<file path="src/rtl/mux_rr_arb.sv">
// mux_rr_arb: registered N-to-1 valid/ready multiplexer driven by an internal arbiter.
// Ports:
//   clk, rst             clock and synchronous active-high reset
//   in_data/in_valid     packed channel data (channel i at [i*DATA_WIDTH +: DATA_WIDTH]) and valids
//   in_ready             one-hot (or zero) acknowledge to the granted channel
//   out_data/out_valid   registered selected beat, out_ready is the downstream accept
//   out_sel              index of the channel that supplied out_data
// Optional: define MUX_RR_ARB_LOCK_EN to add in_last/out_last and hold the grant for whole packets.
module mux_rr_arb #(
    parameter int DATA_WIDTH = 32,
    parameter int NUM_IN     = 8,
    parameter int ARB_MODE   = 0,
    parameter int SEL_W      = $clog2(NUM_IN)
) (
    input  logic                         clk,
    input  logic                         rst,
    input  logic [NUM_IN*DATA_WIDTH-1:0] in_data,
    input  logic [NUM_IN-1:0]            in_valid,
`ifdef MUX_RR_ARB_LOCK_EN
    input  logic [NUM_IN-1:0]            in_last,
    output logic                         out_last,
`endif
    output logic [NUM_IN-1:0]            in_ready,
    output logic [DATA_WIDTH-1:0]        out_data,
    output logic                         out_valid,
    input  logic                         out_ready,
    output logic [SEL_W-1:0]             out_sel
);
    logic [DATA_WIDTH-1:0] r_data;
    logic [SEL_W-1:0]      r_sel, r_ptr, w_grant, w_ptr_nxt;
    logic                  r_valid, w_any, w_load, w_xfer, w_locked;
`ifdef MUX_RR_ARB_LOCK_EN
    logic r_locked, r_last;
    assign w_locked = r_locked;
    assign out_last = r_last;
`else
    assign w_locked = 1'b0;
`endif
    assign w_load = !r_valid | out_ready;
    assign w_xfer = w_load & w_any & !rst;
    assign in_ready = w_xfer ? (NUM_IN'(1) << w_grant) : '0;
    assign w_ptr_nxt = (w_grant == SEL_W'(NUM_IN - 1)) ? '0 : w_grant + 1'b1;
    assign out_data = r_data;
    assign out_valid = r_valid;
    assign out_sel = r_sel;
    // Search starts at the pointer (round-robin) or at 0 (fixed priority); first valid wins.
    // A locked packet owns the grant, and the owner is the channel last loaded into r_sel.
    always_comb begin
        int j;
        w_grant = '0;
        w_any = 1'b0;
        for (int k = 0; k < NUM_IN; k++) begin
            j = (ARB_MODE == 0) ? int'(r_ptr) + k : k;
            if (j >= NUM_IN) j -= NUM_IN;
            if (!w_any && in_valid[j]) begin
                w_any = 1'b1;
                w_grant = SEL_W'(j);
            end
        end
        if (w_locked) begin
            w_any = in_valid[r_sel];
            w_grant = r_sel;
        end
    end
    always_ff @(posedge clk) begin
        if (rst) begin
            r_valid <= 1'b0;
            r_data <= '0;
            r_sel <= '0;
            r_ptr <= '0;
`ifdef MUX_RR_ARB_LOCK_EN
            r_locked <= 1'b0;
            r_last <= 1'b0;
`endif
        end else if (w_load) begin
            r_valid <= w_any;
            if (w_any) begin
                r_data <= in_data[w_grant*DATA_WIDTH +: DATA_WIDTH];
                r_sel <= w_grant;
`ifdef MUX_RR_ARB_LOCK_EN
                r_last <= in_last[w_grant];
                r_locked <= !in_last[w_grant];
                if (in_last[w_grant]) r_ptr <= w_ptr_nxt;
`else
                r_ptr <= w_ptr_nxt;
`endif
            end
        end
    end
endmodule

</file>
<file path="config.mk">
export PLATFORM = sky130hd
export DESIGN_NAME = mux_rr_arb
export DESIGN_NICKNAME = d
export VERILOG_FILES = /design/src/rtl/mux_rr_arb.sv
export SDC_FILE = /design/constraint.sdc
export NUM_CORES = 1
export LEC_CHECK = 0
export CAP_MARGIN = 20
export CELL_PAD_IN_SITES_DETAIL_PLACEMENT = 1
export CELL_PAD_IN_SITES_GLOBAL_PLACEMENT = 2
export CORE_ASPECT_RATIO = 0.7
export CORE_MARGIN = 3
export CORE_UTILIZATION = 21
export DETAILED_ROUTE_END_ITERATION = 8
export GPL_TIMING_DRIVEN = 0
export PLACE_DENSITY = 0.91
export SYNTH_ARGS = -nofsm -noshare
export SYNTH_HDL_FRONTEND = slang
export SYNTH_SLANG_ARGS = --single-unit
export TNS_END_PERCENT = 30
</file>
<file path="constraint.sdc">
create_clock -name clk -period 8.5 [get_ports clk]
set_clock_uncertainty 0.05 [all_clocks]
set_input_delay 1.7 -clock clk [delete_from_list [all_inputs] [get_ports clk]]
set_output_delay 1.7 -clock clk [all_outputs]
set_load 0.01 [all_outputs]
</file>
==> impl_results.md, run 1 <==
- Status: completed
- Via density: 4.87
- CP most frequent cell: clkdlybuf4s50_1
- Worst EP required: between 6000 and 7000 ps
- Delay-heaviest family, CP: buffers and inverters
- Final Setup Violations: 0
- WL met3: about 1.7 mm
- Die H: between 100 and 150 µm
- Starting density of the core: 21.7%
- Max Slew Vio Count: 0
- RSZ-0062 raised after global routing: false
- Max_cap viols: 0
- WL per Instance: around 21 µm
- Root Driver: clkbuf_16
- DR iter-0 viols: about 230
- Width of the die: 186 µm
- Layout cells sized above 1: about a tenth
- Design Power: 3.26 mW
- Max-slew headroom: 47.3%
- Max Clk Rate: 0.128 GHz
- Worst slew pin tran: ~800 ps
- Cell Area, Placed: just over 8000 µm²
- I/O Buffers: about 310
- RePlAce Congestion: approximately 0.86
- Pwr dens: around 390 nW/µm²
- Clock Sink Count: 39
- Synth warn: 0
- Worst-path clk slew: 70 ps
- Simple-Gate Fraction of Synth Area: a little under an eighth
- Highest Signal Layer: met4
- I/O pin count: around 310
- Vias in the first global route: approximately 6000
- Number of cell rows: between 40 and 50
- Post-synthesis compound-gate area fraction: between 20 and 30%
- Critical setup path kind: primary input to output port
- Synth async-reset ratio: 0%
- Routed wire length: 25.0 mm
- Setup bufs post-CTS: 0
- Mapped Cells: ~550
- Seq/Total Area, Yosys: 16.3%
- Average size of a mapped cell: approximately 8.7 µm²
- Synthesis-stage register bit count: 39
- GR Util All Layers: 19.6%
- Worst-Skew Late Latency: approximately 290 ps
- Placed Cells incl. Taps: 1161
- Wl on met1: around 11 mm
- CTS resizes: 0
- TritonRoute pass-1 iters: 4
- CP Launch Type: primary input
- Largest net degree at the start of global routing: 15
- Post-Layout Inst Area: around 8400 µm²
- Number of enable flip-flop cells after synthesis: 0
- Initial antenna violation count: 0
- Hold Worst Slack: 416 ps
- Final hold vios: 0
- Total grt overflow: 0
- Setup TNS: 0 ps
- Final Util: approximately two fifths
- Post-synth cell types: 62
- Post-Layout Cell Count: approximately 1200
- DP HPWL: between 20 and 25 mm
- Buffers & Inverters on Critical Path: 3
- Via count: between 5000 and 6000
- Critical Path Max Stage Delay: between 700 and 800 ps
- Crit Path Max Fanout: 10
- Final critical-path required period: between 7000 and 8000 ps
- Final period utilization: 91.9%
- Filler instances: 2533
- DRC: 0
- Main synth FF type: dfxtp_1
- Layout Nets: about 1100
- CTS tree: yes
- Num CTS Buffers: 5
- Antenna diodes: 0
- HP Class: flip-flop to flip-flop
- Final worst slack: 688 ps
- Post-route antenna net violation count: 0
- Syn_nets: 818
- Combinational family with the most area after synthesis: multiplexers
- H-Tree Depth: 2
- Arrival time worst endpoint: between 6000 and 7000 ps
- Mapped cell area: between 4000 and 5000 µm²
- P_leak: 3.19 nW
- Met2 WL: 11.7 mm
- CP max-delay cell: clkdlybuf4s50_1
- Synth Area in XOR/XNOR: 0.550%
- Core Area: between 20000 and 25000 µm²
- DP Worst Slack: 707 ps
- Crit. End Element: output port
- Mux cell area share after synthesis: between 30 and 40%
- VDD IR max: around 0.16 mV
- DIE AREA: approximately 25000 µm²
- Global-route wire length before repair: 37.2 mm
- Deepest clock path buffer count: 2
- Critical path, cell by cell: clkdlybuf4s50_1, mux2i_1, mux4_2, a32oi_2, nor4_1, or3_1, a21oi_1, clkbuf_1, and2_1, clkdlybuf4s50_1
- Post-CTS Hold Buffers: 0
- Adder-cell area share of the yosys netlist: less than 1%
- Area Overhead vs Synth: 76.1%
-- area by class of cell --
type	instances	area [µm²]	area share (%)
plain buffers	47	279	3.32
multi-input cells	454	3680	43.8
clock buffers	5	125	1.49
repair buffers	308	3080	36.7
inverters	8	31.3	0.372
well taps	305	382	4.54
clock inverters	3	46.3	0.550
flip-flops and latches	39	781	9.28
-- layout by cell type, fill, tap and decap left out, types with 15 or more instances in the layout --
| master | count |
|---|---|
| a211o_1 | 15 |
| clkbuf_1 | 17 |
| dfxtp_1 | 39 |
| nand2_1 | 45 |
| o21ai_0 | 30 |
| a31oi_1 | 15 |
| mux2i_1 | 141 |
| nor2_1 | 40 |
| a21oi_1 | 20 |
| clkdlybuf4s50_1 | 308 |
-- sequential cells by signal, summed over array words and instances, names as in the netlist --
name and cells:
out_sel 3, out_valid 1, out_data 32, r_ptr 3
-- kinds of logic after synthesis --
logic type | after synthesis
AO/OA/AOI/OAI | 163
multiplexers | 166
flip-flops | 39
AND/OR/NAND/NOR | 119
XOR/XNOR | 3
adder cells (fa/ha/maj) | 3
buffers and inverters | 55
-- power breakdown --
group          switching [mW]  internal (mW)  leakage (nW)  total [mW]
clock network          0.0939          0.140        0.0804       0.234
registers              0.0376          0.258         0.324       0.295
logic                    1.48           1.25          2.79        2.73
-- per-layer routing --
layer	up-vias	GRT usage (%)
met5	-	0
met4	0	3.80
met3	23	4.11
met2	206	33.0
met1	2719	26.0
li1	2743	-
-- worst min-delay path, delay by kind of cell, from the launching register on --
kind / cells / cell delay, ps
flops: 1 / 320
simple gates: 1 / 50
compound gates: 1 / 50
-- path summary, 6_finish.rpt --
kind / to / depth (start not counted) / slack [ps] / from
worst max-delay path: in_ready[3] / 10 / 690 / in_valid[2]
worst min-delay path: out_sel[2] / 2 / 420 / out_sel[2]
worst max register to register: out_data[0] / 18 / 3570 / r_ptr[0]
worst min register to register: out_sel[2] / 2 / 420 / out_sel[2]
-- synthesized netlist by cell type (13+ instances only) --
cell | instances | area, µm²
o22a_1 | 14 | 123
mux4_2 | 14 | 315
nor2_1 | 40 | 150
buf_2 | 13 | 65.1
a21o_1 | 14 | 105
nand2_1 | 45 | 169
a211o_1 | 15 | 131
dfxtp_1 | 39 | 781
clkbuf_1 | 17 | 63.8
o21ai_0 | 30 | 150
mux2i_1 | 141 | 1410
a21oi_1 | 20 | 100
a31oi_1 | 15 | 93.8
No activity file was read; power rests on OpenSTA's default activity.
==> run 2: changes to the inputs <==
--- a/config.mk
+++ b/config.mk
@@ -10,10 +10,10 @@
 export CELL_PAD_IN_SITES_GLOBAL_PLACEMENT = 2
 export CORE_ASPECT_RATIO = 0.7
 export CORE_MARGIN = 3
-export CORE_UTILIZATION = 21
+export CORE_UTILIZATION = 20
 export DETAILED_ROUTE_END_ITERATION = 8
 export GPL_TIMING_DRIVEN = 0
-export PLACE_DENSITY = 0.91
+export PLACE_DENSITY = 0.87
 export SYNTH_ARGS = -nofsm -noshare
 export SYNTH_HDL_FRONTEND = slang
 export SYNTH_SLANG_ARGS = --single-unit
==> constraint.sdc (replaced) <==
create_clock -name clk -period 7.2 [get_ports clk]
set_clock_uncertainty 0.05 [all_clocks]
set_input_delay 1.44 -clock clk [delete_from_list [all_inputs] [get_ports clk]]
set_output_delay 1.44 -clock clk [all_outputs]
set_load 0.01 [all_outputs]
==> run 2 against run 1 <==
  * Final cell count increased by 0.60%
  * Setup slack got worse by 570 ps
  * Critical path depth unchanged
  * Power is 19% higher
  * Sequential share of layout area hardly changed
  * Routed wire length increased by 0.58%
  * Combinational power rose by 19%
  * Sequential power grew 18%
  * Critical path type unchanged
  * Largest cell class unchanged
  * Highest routed layer is now met5
==> impl_results.md, run 2 (same netlist as run 1, synthesis figures left out) <==
- Worst Hold Path EP: out_sel[2]
- Setup bufs post-CTS: 0
- Hold Worst Slack: about 410 ps
- Post-Layout Inst Area: 8460 µm²
- WL per Instance: about 21 µm
- Via density: just under 5
- TritonRoute pass-1 iters: 4
- Worst-path clk slew: 70 ps
- Antenna diodes: 0
- Worst slew pin tran: roughly 810 ps
- Total grt overflow: 0
- Worst reg-to-reg path cell count: 16
- Hold_sp: out_sel[2]
- Max Slew Vio Count: 0
- Largest net degree at the start of global routing: 15
- Setup TNS: 0 ps
- Final critical-path required period: approximately 7100 ps
- Max-slew headroom: between 40% and 50%
- DR iter-0 viols: between 200 and 250
- DP HPWL: 21.2 mm
- Cell Area, Placed: just over 8000 µm²
- RePlAce Congestion: roughly 0.9
- Arrival time worst endpoint: roughly 5600 ps
- Final Util: between 30% and 40%
- Crit. End Element: output port
- Status: completed
- Max reg flops: 32
- Deepest clock path buffer count: 2
- Commonest non-fill, non-tap cell in the layout: clkdlybuf4s50_1
- FF-to-FF Start: r_ptr[0]
- Area Overhead vs Synth: 77.1%
- Worst EP required: between 5000 and 6000 ps
- DP Worst Slack: -131 ps
- CTS tree: yes
- Via count: 5696
- Layout Nets: 1133
- Hold Path Cell Cnt: 2
- Final worst slack: around 120 ps
- Num CTS Buffers: 5
- Max_cap viols: 0
- Worst reg2reg setup slack: 2240 ps
- Starting density of the core: ~21%
- DIE AREA: roughly 26000 µm²
- Layout cells sized above 1: approximately a tenth
- Crit Path Max Fanout: 10
- Pwr dens: 459 nW/µm²
- Max Clk Rate: 0.141 GHz
- Final hold vios: 0
- Worst-Skew Late Latency: between 200 and 300 ps
- Final Setup Violations: 0
- Final period utilization: slightly below 100%
- Width of the die: 191 µm
- I/O Buffers: about 310
- CP Launch Type: primary input
- Die H: 135 µm
- RSZ-0062 raised after global routing: true
- HP Class: flip-flop to flip-flop
- Most frequent cells in the layout: clkdlybuf4s50_1, mux2i_1, nand2_1, nor2_1, dfxtp_1
- Routed wire length: between 20 and 30 mm
- VDD IR max: 0.253 mV
- Vias in the first global route: around 6000
- Number of cell rows: 46
- GR Util All Layers: between 10% and 20%
- Clock Sink Count: 39
- P_leak: between 3 and 4 nW
- Root Driver: clkbuf_16
- H-Tree Depth: 2
- Register area: ~780 µm²
- DRC: 0
- Filler instances: 2669
- Global-route wire length before repair: approximately 36 mm
- Core Area: 23100 µm²
- Critical setup path kind: primary input to output port
- Worst flop-to-flop path endpoint: out_data[12]
- Post-route antenna net violation count: 0
- Initial antenna violation count: 1
- I/O pin count: a little over 300
- Area of the multi-input gates: between 3000 and 4000 µm²
==> run 2: final cells by class <==
cell class,instances,share of cell area [%]
multi-input cells,454,43.9
repair buffers,308,36.5
flip-flops and latches,39,9.23
well taps,312,4.62
plain buffers,47,3.33
clock buffers,5,1.48
clock inverters,3,0.547
inverters,8,0.370
==> run 2: what timing repair did <==
item | 4_1_cts | 5_1_grt
pin swaps | 0 | 0
endpoints found under the setup margin | 1 | 3
hold buffers | 0 | 0
gates resized for setup | 1 | 11
==> run 2: worst max-delay path by stage <==
stage / start / end / cells after the start
after CTS: in_valid[2] / in_ready[7] / 13
final: in_valid[3] / in_ready[3] / 10
after detailed placement: in_valid[2] / in_ready[3] / 10
after global placement: in_valid[2] / in_ready[3] / 10
after global routing: in_valid[0] / in_ready[3] / 10
after floorplan: in_valid[7] / in_ready[3] / 11
==> run 2: routing by layer <==
metal  GRT usage (%)  vias to the layer above  part of all wire, %
met5               0                        -                0.044
met4            3.10                        2                  1.1
met3            4.71                       15                  7.6
met2            30.7                      227                   46
met1            25.0                     2720                   45
li1                -                     2732                    -
==> run 2: power breakdown <==
part	switching (mW)	internal, mW	total [mW]
registers	0.0433	0.304	0.348
logic	1.77	1.49	3.25
clock network	0.110	0.165	0.275
==> run 2: critical path, stage by stage <==
cell             delay [ps]
clkdlybuf4s50_1         670
mux2i_1                 230
mux4_2                  530
a32oi_2                 380
nor4_1                  140
or3_1                   460
a21oi_2                 400
clkbuf_1                570
and2_1                  210
clkdlybuf4s50_1         560
==> run 2: stage by stage <==
step	power (mW)	std cells
final	3.88	1176
after global routing	4.18	1176
after CTS	3.93	1176
after detailed placement	3.63	1168
after global placement	3.60	1168
after floorplan	2.55	548
==> run 3: changes to the inputs <==
--- a/config.mk
+++ b/config.mk
@@ -5,15 +5,14 @@
 export SDC_FILE = /design/constraint.sdc
 export NUM_CORES = 1
 export LEC_CHECK = 0
-export CAP_MARGIN = 20
 export CELL_PAD_IN_SITES_DETAIL_PLACEMENT = 1
 export CELL_PAD_IN_SITES_GLOBAL_PLACEMENT = 2
 export CORE_ASPECT_RATIO = 0.7
 export CORE_MARGIN = 3
-export CORE_UTILIZATION = 20
+export CORE_UTILIZATION = 18
 export DETAILED_ROUTE_END_ITERATION = 8
 export GPL_TIMING_DRIVEN = 0
-export PLACE_DENSITY = 0.87
+export PLACE_DENSITY = 0.83
 export SYNTH_ARGS = -nofsm -noshare
 export SYNTH_HDL_FRONTEND = slang
 export SYNTH_SLANG_ARGS = --single-unit
==> constraint.sdc (replaced) <==
create_clock -name clk -period 6.1 [get_ports clk]
set_clock_uncertainty 0.05 [all_clocks]
set_input_delay 1.22 -clock clk [delete_from_list [all_inputs] [get_ports clk]]
set_output_delay 1.22 -clock clk [all_outputs]
set_load 0.01 [all_outputs]
==> run 3 against run 2 <==
  * Die area is 11% higher
  * Clock power is 20% higher
  * Register-to-register slack worse by 850 ps
  * Sequential power is 18% higher
  * Combinational power is 29% higher
  * Final cell count is 5.3% higher
  * Largest cell class unchanged
  * Largest power group unchanged
==> impl_results.md, run 3 (same netlist as run 1, synthesis figures left out) <==
- Max Slew Vio Count: 0
- WL per Instance: roughly 21 µm
- Crit. End Element: output port
- Status: completed
- Max-slew headroom: 44.7%
- CTS tree: yes
- Layout cells sized above 1: 14.4%
- Worst-path clk slew: 70 ps
- RePlAce Congestion: approximately 0.86
- GR peak layer: met2
- Vias in the first global route: around 6000
- Largest net degree at the start of global routing: 20
- GR Util All Layers: ~17%
- Total grt overflow: 0
- Final critical-path required period: about 6000 ps
- Final Setup Violations: 0
- Worst slew pin tran: ~820 ps
- Number of cell rows: 49
- Crit Path Max Fanout: 10
- Grt met1 use: 22.4%
- Layout Nets: between 1000 and 1500
- Placed Cells incl. Taps: 1213
- Design Power: about 4.9 mW
- Starting density of the core: between 15 and 20%
- Clock Sink Count: 39
- Max reg flops: 32
- HP Class: flip-flop to flip-flop
- Global-route wire length before repair: around 38 mm
- Post-Layout Cell Count: ~1200
- Final Util: 34.3%
- Root Driver: clkbuf_16
- VDD IR max: between 0.15 and 0.2 mV
- Final period utilization: 98.3%
- Die H: 142 µm
- Critical setup path kind: primary input to output port
- DRC: 0
- Antenna diodes: 0
- Via count: about 5800
- Cell Area, Placed: between 8000 and 9000 µm²
- TritonRoute pass-1 iters: 4
- Core Area: about 26000 µm²
- Worst-Skew Late Latency: ~290 ps
- Area Overhead vs Synth: 85.6%
- Worst EP required: around 4800 ps
- H-Tree Depth: 2
- Met2 Resource Use GR: around 30%
- DP HPWL: between 20 and 25 mm
- Arrival time worst endpoint: approximately 4700 ps
- Global routing usage on met3: under 10%
- Width of the die: between 200 and 250 µm
- CP Launch Type: primary input
- Pwr dens: ~550 nW/µm²
- Max Clk Rate: 0.167 GHz
- DR iter-0 viols: around 280
- Commonest non-fill, non-tap cell in the layout: clkdlybuf4s50_1
- Deepest clock path buffer count: 2
- Most frequent cells in the layout: clkdlybuf4s50_1, mux2i_1, nand2_1, dfxtp_1, nor2_1
- Max_cap viols: 0
- Post-Layout Inst Area: a little under 9000 µm²
- Via density: 4.67
- Final hold vios: 0
- Routed wire length: about 26 mm
- I/O pin count: a little over 300
- Initial antenna violation count: 0
- Post-route antenna net violation count: 0
- P_leak: about 3.4 nW
- Num CTS Buffers: 5
- DIE AREA: 28600 µm²
- I/O Buffers: 308
## run 3: cell count changes in the layout (fill, tap and decap cells not counted), moves of 3 or more
cell,change
buf_2,-3
buf_8,+3
buf_4,+17
mux2i_1,-4
clkdlybuf4s50_1,-8
dlygate4sd2_1,+6
clkbuf_1,-3
mux2i_4,+3
## run 3: report_power, final
group / leakage [nW] / total [mW] / internal (mW) / switching (mW)
sequential: 0.324 / 0.410 / 0.359 / 0.0509
clock: 0.0804 / 0.329 / 0.195 / 0.133
combinational: 2.96 / 4.18 / 1.95 / 2.23
total: 3.37 / 4.92 / 2.50 / 2.41
## run 3: cell type report
class                   instances  area (µm²)
fillers                      3043       17000
plain buffers                  44         325
clock inverters                 3        46.3
repair buffers                328        3230
well taps                     357         447
flip-flops and latches         39         781
multi-input cells             454        3870
inverters                       8        42.5
clock buffers                   5         125
## run 3: timing repair
item | in CTS | in global routing
pin swaps | 3 | 6
gates cloned | 0 | 0
setup buffers | 6 | 14
gates resized for setup | 51 | 14
hold buffers | 0 | 0
setup endpoints to repair | 8 | 8
## run 3: path summary, 6_finish.rpt
path / startpoint / to / slack, ps / depth (start not counted)
setup reg to reg: r_ptr[0] / out_data[23] / 1390 / 18
hold / removal: out_sel[2] / out_sel[2] / 420 / 2
hold reg to reg: out_sel[2] / out_sel[2] / 420 / 2
setup / recovery: in_valid[6] / in_ready[6] / 100 / 13
## run 3: per-layer routing
| layer | wire length, µm | vias up |
|---|---|---|
| li1 | - | 2777 |
| met4 | 286 | 0 |
| met2 | 12700 | 205 |
| met5 | 0 | - |
| met3 | 1650 | 14 |
| met1 | 11800 | 2783 |
## run 3: per-stage QoR
step                setup slack [ps]  hold WS, ps  setup TNS, ps
finish                           105          423              0
global route                   -19.5          461          -43.0
CTS                            -5.74          429          -5.74
detailed placement              -813          419          -3990
global placement                -758          401          -3750
floorplan                        995          431              0
## run 3: critical path: stages
cell	delay (ps)
clkdlybuf4s50_1	430
clkbuf_4	200
mux4_2	540
mux2_4	360
or3_4	440
a311o_1	400
and2_1	190
buf_6	150
nand4_1	160
buf_6	150
buf_4	160
nor2_1	50
clkdlybuf4s15_1	260
